<file path="src/rtl/hpdcache_mem_read_arb.sv">
// hpdcache_mem_read_arb
//   Shares one memory read channel between NREQ requesters (HPDcache instances,
//   prefetcher, PTW). Requests are round-robin arbitrated into a single-entry
//   registered output stage. The source index is prepended to the memory ID,
//   and responses are routed back by those ID MSBs. A per-source counter caps
//   the number of in-flight transactions at MAX_OUTST.
// Ports
//   clk_i, rst_ni            clock, async active-low reset
//   req_*_i / req_ready_o    per-source read request (addr, meta, id)
//   mem_req_*                outbound request, id = {src, id}
//   mem_rsp_*                inbound response, id MSBs select the source
//   rsp_*                    per-source valid/ready, shared id/data/last/error
//   outst_o                  per-source in-flight count (debug/perf)

// Per-source in-flight counter. A request handshake and a last-flit response
// handshake in the same cycle cancel. The counter saturates at 0.
module hpdcache_mem_read_arb_cnt #(
  parameter int MAX_OUTST = 8,
  parameter int CNT_W     = $clog2(MAX_OUTST + 1)
) (
  input  logic             clk_i,
  input  logic             rst_ni,
  input  logic             inc_i,
  input  logic             dec_i,
  output logic [CNT_W-1:0] cnt_o,
  output logic             full_o
);
  logic [CNT_W-1:0] cnt_q, cnt_d;

  always_comb begin
    cnt_d = cnt_q;
    if (inc_i && !dec_i)                       cnt_d = cnt_q + 1'b1;
    else if (dec_i && !inc_i && cnt_q != '0)   cnt_d = cnt_q - 1'b1;
  end

  always_ff @(posedge clk_i or negedge rst_ni)
    if (!rst_ni) cnt_q <= '0;
    else         cnt_q <= cnt_d;

  assign cnt_o  = cnt_q;
  assign full_o = (cnt_q == CNT_W'(MAX_OUTST));

  a_no_underflow: assert property (@(posedge clk_i) disable iff (!rst_ni)
    !(dec_i && !inc_i && cnt_q == '0));
  a_no_overflow: assert property (@(posedge clk_i) disable iff (!rst_ni)
    !(inc_i && !dec_i && full_o));
endmodule

module hpdcache_mem_read_arb #(
  parameter int NREQ      = 2,
  parameter int ADDR_W    = 56,
  parameter int ID_W      = 7,
  parameter int META_W    = 11,
  parameter int DATA_W    = 512,
  parameter int MAX_OUTST = 8,
  parameter int SRC_W     = $clog2(NREQ),
  parameter int CNT_W     = $clog2(MAX_OUTST + 1)
) (
  input  logic                              clk_i,
  input  logic                              rst_ni,
  input  logic [NREQ-1:0]                   req_valid_i,
  output logic [NREQ-1:0]                   req_ready_o,
  input  logic [NREQ-1:0][ADDR_W-1:0]       req_addr_i,
  input  logic [NREQ-1:0][META_W-1:0]       req_meta_i,
  input  logic [NREQ-1:0][ID_W-1:0]         req_id_i,
  output logic                              mem_req_valid_o,
  input  logic                              mem_req_ready_i,
  output logic [ADDR_W-1:0]                 mem_req_addr_o,
  output logic [META_W-1:0]                 mem_req_meta_o,
  output logic [ID_W+SRC_W-1:0]             mem_req_id_o,
  input  logic                              mem_rsp_valid_i,
  output logic                              mem_rsp_ready_o,
  input  logic [ID_W+SRC_W-1:0]             mem_rsp_id_i,
  input  logic [DATA_W-1:0]                 mem_rsp_data_i,
  input  logic                              mem_rsp_last_i,
  input  logic                              mem_rsp_error_i,
  output logic [NREQ-1:0]                   rsp_valid_o,
  input  logic [NREQ-1:0]                   rsp_ready_i,
  output logic [ID_W-1:0]                   rsp_id_o,
  output logic [DATA_W-1:0]                 rsp_data_o,
  output logic                              rsp_last_o,
  output logic                              rsp_error_o,
  output logic [NREQ-1:0][CNT_W-1:0]        outst_o
);
  logic [NREQ-1:0]        full, elig;
  logic [SRC_W-1:0]       ptr_q, win, cand;
  logic                   any, can_load;
  logic                   vld_q;
  logic [ADDR_W-1:0]      addr_q;
  logic [META_W-1:0]      meta_q;
  logic [ID_W+SRC_W-1:0]  id_q;
  logic [SRC_W-1:0]       rsp_src;

  assign elig     = req_valid_i & ~full;
  assign can_load = !vld_q || mem_req_ready_i;

  // Scan from the farthest priority back to ptr so the closest eligible
  // source (ptr, ptr+1, ...) is the last writer and wins.
  always_comb begin
    win  = '0;
    any  = 1'b0;
    cand = '0;
    for (int k = NREQ - 1; k >= 0; k--) begin
      cand = SRC_W'((int'(ptr_q) + k) % NREQ);
      if (elig[cand]) begin
        win = cand;
        any = 1'b1;
      end
    end
  end

  always_comb begin
    req_ready_o = '0;
    if (rst_ni && can_load && any) req_ready_o[win] = 1'b1;
  end

  always_ff @(posedge clk_i or negedge rst_ni)
    if (!rst_ni) begin
      vld_q  <= 1'b0;
      addr_q <= '0;
      meta_q <= '0;
      id_q   <= '0;
      ptr_q  <= '0;
    end else if (can_load) begin
      vld_q <= any;
      if (any) begin
        addr_q <= req_addr_i[win];
        meta_q <= req_meta_i[win];
        id_q   <= {win, req_id_i[win]};
        ptr_q  <= (win == SRC_W'(NREQ - 1)) ? '0 : win + 1'b1;
      end
    end

  assign mem_req_valid_o = vld_q;
  assign mem_req_addr_o  = addr_q;
  assign mem_req_meta_o  = meta_q;
  assign mem_req_id_o    = id_q;

  // Response routing: an out-of-range source (only possible when NREQ is not
  // a power of two) matches no lane, so ready defaults to 1 and it is dropped.
  assign rsp_src = mem_rsp_id_i[ID_W+SRC_W-1:ID_W];

  always_comb begin
    rsp_valid_o     = '0;
    mem_rsp_ready_o = 1'b1;
    for (int i = 0; i < NREQ; i++)
      if (rsp_src == SRC_W'(i)) begin
        rsp_valid_o[i]  = mem_rsp_valid_i;
        mem_rsp_ready_o = rsp_ready_i[i];
      end
  end

  assign rsp_id_o    = mem_rsp_id_i[ID_W-1:0];
  assign rsp_data_o  = mem_rsp_data_i;
  assign rsp_last_o  = mem_rsp_last_i;
  assign rsp_error_o = mem_rsp_error_i;

  for (genvar i = 0; i < NREQ; i++) begin : g_cnt
    hpdcache_mem_read_arb_cnt #(.MAX_OUTST(MAX_OUTST), .CNT_W(CNT_W)) u_cnt (
      .clk_i  (clk_i),
      .rst_ni (rst_ni),
      .inc_i  (req_valid_i[i] & req_ready_o[i]),
      .dec_i  (mem_rsp_valid_i & mem_rsp_ready_o & mem_rsp_last_i &
               (rsp_src == SRC_W'(i))),
      .cnt_o  (outst_o[i]),
      .full_o (full[i])
    );
  end

  if ((1 << SRC_W) != NREQ) begin : g_bad_src
    a_src_range: assert property (@(posedge clk_i) disable iff (!rst_ni)
      !(mem_rsp_valid_i && int'(rsp_src) >= NREQ));
  end

  a_ready_onehot: assert property (@(posedge clk_i) disable iff (!rst_ni)
    $onehot0(req_ready_o));
  a_stage_stable: assert property (@(posedge clk_i) disable iff (!rst_ni)
    (vld_q && !mem_req_ready_i) |=> (vld_q && $stable(addr_q) &&
                                     $stable(meta_q) && $stable(id_q)));
endmodule

</file>
<file path="config.mk">
export PLATFORM = sky130hd
export DESIGN_NAME = hpdcache_mem_read_arb
export DESIGN_NICKNAME = d
export VERILOG_FILES = /design/src/rtl/hpdcache_mem_read_arb.sv
export SDC_FILE = /design/constraint.sdc
export NUM_CORES = 1
export LEC_CHECK = 0
export BUFFER_PORTS_ARGS = -buffer_cell sky130_fd_sc_hd__buf_2
export CAP_MARGIN = 40
export CORE_AREA = 2 2 501 503
export CTS_CLUSTER_SIZE = 24
export DETAILED_ROUTE_END_ITERATION = 7
export DIE_AREA = 0 0 503 505
export SETUP_SLACK_MARGIN = 0.4
export SYNTH_ARGS = -nofsm -noshare
export SYNTH_HDL_FRONTEND = slang
export SYNTH_SLANG_ARGS = --single-unit
export TNS_END_PERCENT = 30
</file>
<file path="constraint.sdc">
create_clock -name clk_i -period 8.53 [get_ports clk_i]
set_input_delay 0.853 -clock clk_i [delete_from_list [all_inputs] [get_ports clk_i]]
set_output_delay 0.853 -clock clk_i [all_outputs]
set_load 0.01 [all_outputs]
</file>
==> key figures, run 1 <==
Outcome
  • Outcome: finished with violations
  • Failing checks: design-rule violations

Logic synthesis
  • Synth unique cells: 31
  • Register bit count reported by yosys: 85
  • Synth Instances: 838
  • Number of synthesized flops with an enable pin: 0
  • Synth Warn #: 0
  • Seq/Total Area, Yosys: 27.9%
  • Top_reg_cell synth: dfrtp_1
  • Yosys top cell area share: 51.3%
  • Ys async rst share: 100%
  • Mapped Avg Cell Area: 9.11 um2
  • Area leader, netlist: buf_4
  • Syn nets: 1522
  • Most common cell in the netlist: buf_4
  • Top cells by count, synth: 522 x buf_4, 85 x dfrtp_1, 77 x inv_1
  • Mapped Area: 7640 um2
  • Synth top area cells: buf_4 51%, dfrtp_1 28%, a222oi_1 9.7%, inv_1 3.8%, mux2_2 1.0%

Die
  • Die span in x: 503 um
  • Die area: 254000 um2
  • IO Count: 1288
  • Die Y: 505 um
  • Core area: 248000 um2
  • Row count: 183
  • Initial Util: 3.08%

Finish
  • Nets: 1240
  • Multi-input gate area: 1230 um2
  • Fillers: 29700
  • Util after Layout: 3.80%
  • Share of cells above drive strength 1: 50.3%
  • FF+latch area: 2130 um2
  • P&R area growth vs syn: 23.6%

Timing
  • Slew headroom: 39.3%
  • Actual slew at the worst max-slew pin: 911 ps
  • Post-layout min period: 3260 ps
  • Setup tns final: 0 ps
  • Clk_skew: 21.4 ps
  • Final setup viols: 0
  • Fmax: 306 MHz
  • RSZ-0062 raised after global routing: false
  • Fin crit share: 38.3%
  • Slew Viols, Final: 0
  • Hold Vio Cnt, Final: 0

Placed design
  • Final HPWL DP: 184 mm
  • IO Port Bufs: 247
  • Routability Congestion: 0.813

Worst setup path
  • Critical Path RT: 8850 ps
  • Crit Path Class: reg -> reg
  • Critical Path Sink Type: flip-flop
  • CP startpoint kind: flip-flop
  • FF-to-FF Start: g_cnt[1].u_cnt.cnt_o[0]
  • FF-to-FF End: g_cnt[0].u_cnt.cnt_o[3]
  • Register-to-register path setup slack: 5270 ps
  • Setup crit start: g_cnt[1].u_cnt.cnt_o[0]
  • Worst Path Max Fanout: 6
  • FF-to-FF path depth: 10
  • Crit path DAT: 3590 ps

CTS
  • Clock slew at the register clock pins of the worst setup and hold paths: 90 ps
  • TritonCTS clock tree: yes
  • Setup Fix Bufs, Post-CTS: 0
  • Bufs on Longest Clock Path: 2
  • Worst skew pair latency: 410 ps
  • Clk sink count: 85
  • Hold buffers post-CTS: 0
  • Cts repair resizes: 0
  • Clock root cell: clkbuf_16
  • H-tree Lvls: 3
  • TritonCTS Buffers: 9

Min path
  • Class of the worst hold path: reg -> reg
  • Hold depth: 1
  • Hold endpoint: mem_req_id_o[7]
  • Hold path start: mem_req_id_o[7]

Route
  • Drt first pass iters: 8
  • Wire length per cell: 48.9 um
  • Drt first-iter violations: 598
  • Vias/cell: 1.40
  • Drt total wl: 191 mm
  • Vias: 5470
  • DRC Markers: 3
  • Post-route ant nets: 0

Global routing
  • Largest net degree at the start of global routing: 76
  • Overflow after GRT: 0
  • Vias in the first global route: 5067
  • Initial antenna violation count: 27
  • Tot GR Track Use: 14.5%
  • First-pass GRT wire length: 202 mm

Power
  • Peak VDD IR: 0.203 mV
  • LEAKAGE: 0.00312 uW
  • P per Cell Area: 232 nW/um2
  • Power, Total: 2190 uW

Job
  • Max-Cap Viols: 0
[cell usage in the layout (no fill, tap or decap), types with 2 or more instances in the layout]
cell type  instances
nand2_1            3
inv_8              2
xor2_1             5
buf_4              5
a21o_1             3
diode_2           10
clkbuf_16          9
a21oi_1            3
nor2_4             2
fa_1               2
mux2_2             7
and2_1             2
nor2_1             4
nor3_1             2
clkinv_8           2
nor2b_1            2
mux2i_1            3
buf_2            246
ha_1               4
dfrtp_1           85
nand2b_1           2
clkinv_4           2
a222oi_1          74
inv_1             77
[sequential cells by signal, indices dropped and copies added (netlist names)]
signal	count
mem_req_addr_o	56
mem_req_id_o	8
g_cnt.u_cnt.cnt_o	8
mem_req_valid_o	1
mem_req_meta_o	11
ptr_q	1
[area by class of cell]
class                      count  share of cell area [%]
antenna                       10                   0.265
clock buffer                   9                    2.39
clock inverter                 7                   0.848
inverter                      77                    3.06
multi-input combinational    131                    13.0
sequential                    85                    22.5
tap                         3330                    44.1
timing repair buffer         252                    13.7
[worst max-delay path: stages, from the launching register on]
cell	delay, ps
dfrtp_1	470
nor4b_1	530
o311ai_0	320
nor2_1	390
nand2_1	200
ha_1	370
a21oi_1	210
nand2_1	120
and2_1	180
mux2_2	260
mux2i_1	130
[worst max path at each step]
stage                         endpoint  slack (ps)  depth (start not counted)
2_1_floorplan  g_cnt[1].u_cnt.cnt_o[3]        5670                          8
3_3_place_gp   g_cnt[0].u_cnt.cnt_o[3]        5310                         11
3_5_place_dp   g_cnt[0].u_cnt.cnt_o[3]        5120                         11
4_1_cts        g_cnt[0].u_cnt.cnt_o[3]        5320                         10
5_1_grt        g_cnt[0].u_cnt.cnt_o[3]        5090                         10
6_report       g_cnt[0].u_cnt.cnt_o[3]        5270                         10
[stage by stage]
stage / hold WS [ps] / worst slack (ps) / cell area [um2] / instances
floorplan: 450 / 5670 / 7640 / 838
global placement: 459 / 5310 / 9080 / 3874
detailed placement: 469 / 5120 / 9110 / 3875
CTS: 491 / 5320 / 9410 / 3891
global route: 512 / 5090 / 9430 / 3898
finish: 485 / 5270 / 9440 / 3901
[per-layer routing]
layer,GRT usage (%),up-vias,share of wire [%]
met2,23.2,1360,45
met5,3.60,-,0.68
met1,5.58,2199,13
met3,25.4,179,38
met4,3.90,24,2.9
li1,-,1708,-
[power by group]
group          total, uW  internal (uW)  switching, uW
registers            694            561            132
logic               1070            294            778
clock network        423            207            216
[logic make-up (layout without fill, tap and decap cells)]
kind of cell             count (synthesis)  after routing  share of synthesized area, %
other                                    0             10                             0
AO/OA/AOI/OAI                           84             84                          10.6
adder cells (fa/ha/maj)                  6              6                          1.18
multiplexers                            10             10                          1.43
XOR/XNOR                                 5              5                         0.573
AND/OR/NAND/NOR                         26             26                          1.98
flip-flops                              85             85                          27.9
buffers and inverters                  622            345                          56.3
Power figures use the tool's default switching activity.
==> run 2: changes to the inputs <==
--- a/config.mk
+++ b/config.mk
@@ -7,10 +7,10 @@
 export LEC_CHECK = 0
 export BUFFER_PORTS_ARGS = -buffer_cell sky130_fd_sc_hd__buf_2
 export CAP_MARGIN = 40
-export CORE_AREA = 2 2 501 503
+export CORE_AREA = 2 2 496 498
 export CTS_CLUSTER_SIZE = 24
 export DETAILED_ROUTE_END_ITERATION = 7
-export DIE_AREA = 0 0 503 505
+export DIE_AREA = 0 0 498 500
 export SETUP_SLACK_MARGIN = 0.4
 export SYNTH_ARGS = -nofsm -noshare
 export SYNTH_HDL_FRONTEND = slang
==> constraint.sdc (replaced) <==
create_clock -name clk_i -period 3.1 [get_ports clk_i]
set_input_delay 0.31 -clock clk_i [delete_from_list [all_inputs] [get_ports clk_i]]
set_output_delay 0.31 -clock clk_i [all_outputs]
set_load 0.01 [all_outputs]
==> key figures, run 2 (same netlist as run 1, synthesis figures left out) <==
Timing
  • Setup tns final: 0 ps (unchanged)
  • Hold Vio Cnt, Final: 0 (unchanged)
  • RSZ-0062 raised after global routing: true
  • Actual slew at the worst max-slew pin: 797 ps (-113 ps)
  • Fin crit share: 90.2% (+52 points)
  • Post-layout min period: 2800 ps (-466 ps)
  • Slew Viols, Final: 0 (unchanged)
  • Fmax: 358 MHz (+17%)
  • Final setup viols: 0 (unchanged)
  • Clk_skew: 13.4 ps (-7.97 ps)
  • Slew headroom: 46.9% (+7.6 points)

Job
  • Max-Cap Viols: 0 (unchanged)

Die
  • IO Count: 1288 (unchanged)
  • Die area: 249000 um2 (-2.0%)
  • Die span in x: 498 um (-0.99%)
  • Core area: 244000 um2 (-1.6%)
  • Initial Util: 3.13% (+0.049 points)
  • Die Y: 500 um (-0.99%)
  • Row count: 182 (-0.55%)

Route
  • Post-route ant nets: 0 (unchanged)
  • Drt first pass iters: 8 (unchanged)
  • Drt first-iter violations: 552 (-7.7%)
  • Drt total wl: 187 mm (-2.0%)
  • Vias: 5427 (-0.79%)
  • Vias/cell: 1.43 (+1.9%)
  • DRC Markers: 9 (+6)
  • Wire length per cell: 49.2 um (+0.70%)

Global routing
  • Overflow after GRT: 0 (unchanged)
  • Vias in the first global route: 5029 (-0.75%)
  • First-pass GRT wire length: 200 mm (-1.2%)
  • Largest net degree at the start of global routing: 77 (+1.3%)
  • Tot GR Track Use: 14.5% (about the same)
  • Initial antenna violation count: 13 (-52%)

Finish
  • Most common cell after layout, fill and taps aside: buf_2
  • Nets: 1248 (+0.65%)
  • Share of cells above drive strength 1: 51.8% (+1.6 points)
  • Fillers: 29000 (-2.1%)
  • Util after Layout: 3.85% (+0.044 points)
  • Final instance area: 9400 um2 (-0.41%)
  • Max reg flops: 56 (unchanged)
  • Commonest non-fill, non-tap cells in the layout: 246 x buf_2, 82 x dfrtp_1, 77 x inv_1
  • P&R area growth vs syn: 23.1%

Worst setup path
  • Critical Path RT: 3360 ps (-5490 ps)
  • CP max stage cell: or4b_4
  • CP startpoint kind: flip-flop
  • Crit Path Class: reg -> reg
  • CP max stage delay: 560 ps (+30 ps)
  • Worst Path Max Fanout: 5 (-1)
  • Critical Path Sink Type: flip-flop
  • Cell Chain, Critical Path: or4b_4 > a311o_2 > or3b_4 > buf_4 > fa_1 > xor2_1 > mux2_2
  • Crit path DAT: 3050 ps (-540 ps)

Power
  • Sw Share: 50.6% (-0.82 points)
  • Gate power share: 50.8% (+1.8 points)
  • Peak VDD IR: 0.530 mV (+160%)
  • Clk pwr share: 18.6% (-0.7 points)
  • P per Cell Area: 658 nW/um2 (+180%)
  • LEAKAGE: 0.00316 uW (+1.3%)
  • Part of the power in registers: 30.6% (-1.1 points)
  • P_sw: 3130 uW (+180%)
  • Pint: 3050 uW (+190%)

Placed design
  • IO Port Bufs: 247 (unchanged)
  • Cell Area, Placed: 8990 um2 (-1.3%)
  • Routability Congestion: 0.807 (-0.75%)
  • Final HPWL DP: 182 mm (-1.3%)

Min path
  • Class of the worst hold path: in -> reg

CTS
  • Clock slew at the register clock pins of the worst setup and hold paths: 80 ps (about the same)
  • Clock root cell: clkbuf_16
  • TritonCTS Buffers: 9 (unchanged)
  • Worst skew pair latency: 370 ps (-40 ps)
  • Clk sink count: 85 (unchanged)
  • Bufs on Longest Clock Path: 2 (unchanged)
  • H-tree Lvls: 3 (unchanged)
  • TritonCTS clock tree: yes

Outcome
  • Failing checks: design-rule violations
  • Outcome: finished with violations
-- run 2: cell count changes in the layout (fill, tap and decap cells not counted), sizes merged --
cell	before	now
dlygate4sd3	0	1
diode	10	8
clkinv	4	0
buf	252	259
bufinv	0	1
inv	79	81
clkbuf	9	10
-- run 2: metal layers --
layer | vias up | share of wire [%] | global-route usage (%)
met4 | 16 | 2.3 | 3.04
met3 | 160 | 39 | 26.3
li1 | 1724 | - | -
met1 | 2118 | 11 | 4.60
met2 | 1409 | 47 | 24.2
met5 | - | 0.55 | 3.26
-- run 2: power by group through the flow --
| stage | registers (uW) | clock network, uW | logic [uW] |
|---|---|---|---|
| 5_1_grt | 1950 | 1210 | 3350 |
| 2_1_floorplan | 2050 | 0 | 1490 |
| 6_report | 1890 | 1150 | 3140 |
| 4_1_cts | 1890 | 1180 | 3290 |
| 3_3_place_gp | 1900 | 0 | 3200 |
| 3_5_place_dp | 1920 | 0 | 3230 |
-- run 2: stage by stage --
stage	setup WS (ps)	power (uW)	instances	hold WS [ps]
6_report	303	6180	3797	160
5_1_grt	229	6510	3791	171
4_1_cts	281	6360	3787	146
3_5_place_dp	58.5	5150	3764	222
3_3_place_gp	274	5100	3764	216
2_1_floorplan	395	3530	838	14.4
-- run 2: final timing paths --
| check | to | slack, ps | from | depth (start not counted) |
|---|---|---|---|---|
| max | g_cnt[1].u_cnt.cnt_o[2] | 300 | g_cnt[0].u_cnt.cnt_o[1] | 7 |
| max in group asynchronous | mem_req_meta_o[7] | 1610 | rst_ni | 3 |
| min reg2reg | mem_req_id_o[7] | 480 | mem_req_id_o[7] | 1 |
| min in group asynchronous | mem_req_addr_o[50] | 360 | rst_ni | 2 |
| max reg2reg | g_cnt[1].u_cnt.cnt_o[2] | 300 | g_cnt[0].u_cnt.cnt_o[1] | 7 |
| min | mem_req_addr_o[50] | 160 | req_addr_i[50] | 3 |
-- run 2: critical path, delay by kind of cell (launching register included) --
| family | cells | cell delay [ps] |
|---|---|---|
| fa+ha+maj | 1 | 370 |
| compound gates | 1 | 350 |
| flops | 1 | 400 |
| mux | 1 | 260 |
| xor+xnor | 1 | 150 |
| simple gates | 2 | 1000 |
| buf+inv | 1 | 150 |
-- run 2: layout make-up --
cell class	count	area [um2]	share of cell area, %
repair buffers	260	1360	14.5
flip-flops and latches	85	2130	22.7
diodes	8	20.0	0.213
well taps	3220	4030	42.9
clock inverters	6	75.1	0.799
inverters	77	289	3.08
multi-input cells	131	1260	13.4
clock buffers	10	229	2.44
-- run 2: what timing repair did --
item | 4_1_cts | 5_1_grt
setup endpoints to repair | 5 | 4
resized for setup | 0 | 4
hold buffers | 1 | 0
gates cloned | 0 | 0
hold endpoints to repair | 21 | 0
pin swaps | 6 | 6
buffers inserted | 6 | 2
==> run 3: changes to the inputs <==
--- a/config.mk
+++ b/config.mk
@@ -8,6 +8,7 @@
 export BUFFER_PORTS_ARGS = -buffer_cell sky130_fd_sc_hd__buf_2
 export CAP_MARGIN = 40
 export CORE_AREA = 2 2 496 498
+export CTS_BUF_LIST = sky130_fd_sc_hd__clkbuf_16
 export CTS_CLUSTER_SIZE = 24
 export DETAILED_ROUTE_END_ITERATION = 7
 export DIE_AREA = 0 0 498 500
==> constraint.sdc (replaced) <==
create_clock -name clk_i -period 3.2 [get_ports clk_i]
set_input_delay 0.32 -clock clk_i [delete_from_list [all_inputs] [get_ports clk_i]]
set_output_delay 0.32 -clock clk_i [all_outputs]
set_load 0.01 [all_outputs]
==> key figures, run 3 (same netlist as run 1, synthesis figures left out) <==
Outcome
  • Outcome: finished, final reports clean

Route
  • DRC Markers: 0 (-9)
  • Drt total wl: 190 mm (+1.6%)
  • Drt first pass iters: 7 (-1)
  • Post-route ant nets: 0 (unchanged)
  • Wire length per cell: 50.0 um (+1.5%)
  • Vias/cell: 1.44 (+0.57%)
  • Drt first-iter violations: 583 (+5.6%)
  • Vias: 5461 (+0.63%)

Power
  • P_sw: 2990 uW (-4.5%)
  • Part of the power in registers: 30.7% (about the same)
  • Sw Share: 49.6% (-1.0 points)
  • Pint: 3030 uW (-0.61%)
  • LEAKAGE: 0.00317 uW (+0.13%)
  • Clk pwr share: 21.0% (+2.4 points)
  • Power, Total: 6020 uW (-2.6%)
  • Gate power share: 48.3% (-2.5 points)
  • Peak VDD IR: 0.936 mV (+77%)
  • P per Cell Area: 638 nW/um2 (-3.0%)

Finish
  • Share of cells above drive strength 1: 52.2% (+0.35 points)
  • Max reg flops: 56 (unchanged)
  • P&R area growth vs syn: 23.6%
  • Most common cell after layout, fill and taps aside: buf_2
  • Nets: 1248 (unchanged)
  • Commonest non-fill, non-tap cells in the layout: 246 x buf_2, 83 x dfrtp_1, 77 x inv_1

Timing
  • Slew headroom: 58.6% (+12 points)
  • Hold slack: 134 ps (-26.6 ps)
  • Hold Vio Cnt, Final: 0 (unchanged)
  • Actual slew at the worst max-slew pin: 622 ps (-176 ps)
  • Clk_skew: 32.5 ps (+19.1 ps)
  • Post-layout min period: 2760 ps (-39.7 ps)
  • RSZ-0062 raised after global routing: true
  • Slew Viols, Final: 0 (unchanged)
  • Fmax: 363 MHz (+1.4%)
  • Setup tns final: 0 ps (unchanged)
  • Fin crit share: 86.2% (-4.1 points)
  • Final setup viols: 0 (unchanged)

Worst setup path
  • CP max stage delay: 550 ps (about the same)
  • Worst Path Max Fanout: 4 (-1)
  • CP startpoint kind: flip-flop
  • CP max stage cell: or4b_4
  • Critical Path RT: 3470 ps (+110 ps)
  • Cell Chain, Critical Path: or4b_4 > a311o_2 > or3b_4 > buf_6 > fa_2 > xor2_1 > mux2_2
  • CP bufs+invs: 1 (unchanged)
  • CP top delay family: simple AND/OR/NAND/NOR gates
  • Critical Path Sink Type: flip-flop
  • Crit Path Class: reg -> reg
  • Crit path DAT: 3030 ps (-20 ps)

Global routing
  • Tot GR Track Use: 14.7% (+0.26 points)
  • GRT met3 Usage: 27.4% (+1.0 points)
  • Vias in the first global route: 5118 (+1.8%)
  • Most Crowded Layer GR: met3
  • Initial antenna violation count: 24 (+11)
  • GR met1 Demand/Resource: 5.07% (+0.47 points)
  • Overflow after GRT: 0 (unchanged)
  • Largest net degree at the start of global routing: 76 (-1.3%)
  • First-pass GRT wire length: 203 mm (+1.6%)
  • GR Layer Usage met2: 23.7% (-0.41 points)

Die
  • Row count: 182 (unchanged)
  • Die Y: 500 um (unchanged)
  • Core area: 244000 um2 (unchanged)
  • IO Count: 1288 (unchanged)
  • Die span in x: 498 um (unchanged)
  • Initial Util: 3.13% (unchanged)
  • Die area: 249000 um2 (unchanged)

Min path
  • Class of the worst hold path: in -> reg

Placed design
  • Final HPWL DP: 184 mm (+1.3%)
  • Routability Congestion: 0.849 (+5.1%)
  • IO Port Bufs: 247 (unchanged)

CTS
  • TritonCTS Buffers: 9 (unchanged)
  • Worst skew pair latency: 410 ps (+40 ps)
  • TritonCTS clock tree: yes
  • Clock root cell: clkbuf_16
  • H-tree Lvls: 3 (unchanged)
  • Clock slew at the register clock pins of the worst setup and hold paths: 100 ps (+20 ps)
  • Bufs on Longest Clock Path: 2 (unchanged)
  • Hold buffers post-CTS: 0 (-1)
  • Clk sink count: 85 (unchanged)

Job
  • Max-Cap Viols: 0 (unchanged)
[run 3: cell types whose count changed in the layout (fill, tap and decap cells not counted), sizes merged]
cell | before | now
clkinvlp | 1 | 4
bufinv | 1 | 2
buf | 259 | 260
diode | 8 | 10
clkbuf | 10 | 9
dlygate4sd3 | 1 | 0
inv | 81 | 78
[run 3: final cells by class]
| type | count | area, um2 |
|---|---|---|
| clock inverters | 7 | 98.8 |
| well taps | 3220 | 4030 |
| clock buffers | 9 | 225 |
| multi-input cells | 131 | 1270 |
| repair buffers | 260 | 1380 |
| fillers | 29000 | 235000 |
| diodes | 10 | 25.0 |
| flip-flops and latches | 85 | 2130 |
| inverters | 77 | 289 |
[run 3: timing repair]
| action | CTS | global route |
|---|---|---|
| endpoints found under the setup margin | 2 | 4 |
| setup buffers | 4 | 1 |
| gates resized for setup | 2 | 5 |
| pin swaps | 2 | 5 |
[run 3: final timing paths]
| path | startpoint | endpoint | slack, ps | depth (start not counted) |
|---|---|---|---|---|
| setup reg to reg | g_cnt[0].u_cnt.cnt_o[0] | g_cnt[1].u_cnt.cnt_o[2] | 440 | 7 |
| max in group asynchronous | rst_ni | mem_req_id_o[0] | 2000 | 3 |
| hold reg to reg | ptr_q | ptr_q | 480 | 1 |
| hold / removal | req_addr_i[102] | mem_req_addr_o[46] | 130 | 3 |
| setup / recovery | g_cnt[0].u_cnt.cnt_o[0] | g_cnt[1].u_cnt.cnt_o[2] | 440 | 7 |
| min in group asynchronous | rst_ni | mem_req_valid_o | 180 | 2 |
[run 3: power groups by stage]
stage	Combinational [uW]	Clock (uW)	Sequential, uW
2_1_floorplan	1430	0	1980
3_3_place_gp	2950	0	1850
3_5_place_dp	2960	0	1870
4_1_cts	3020	1320	1840
5_1_grt	3100	1350	1900
6_report	2910	1260	1850
[run 3: routing by layer]
metal	vias to the layer above	wire length [um]
li1	1727	-
met1	2118	22800
met2	1406	86300
met3	196	75800
met4	14	4420
met5	-	550
[run 3: worst register-to-register path, stage by stage (launching register included)]
cell	delay [ps]
dfrtp_2	410
or4b_4	550
a311o_2	380
or3b_4	420
buf_6	150
fa_2	330
xor2_1	150
mux2_2	260
[run 3: metrics by stage]
stage / setup WS, ps / util, % / instances / area, um2
final: 443 / 3.86 / 3799 / 9440
after global routing: 352 / 3.86 / 3795 / 9430
after CTS: 318 / 3.84 / 3788 / 9380
after detailed placement: 278 / 3.69 / 3768 / 9010
after global placement: 336 / 3.69 / 3768 / 9010
after floorplan: 407 / - / 838 / 7640
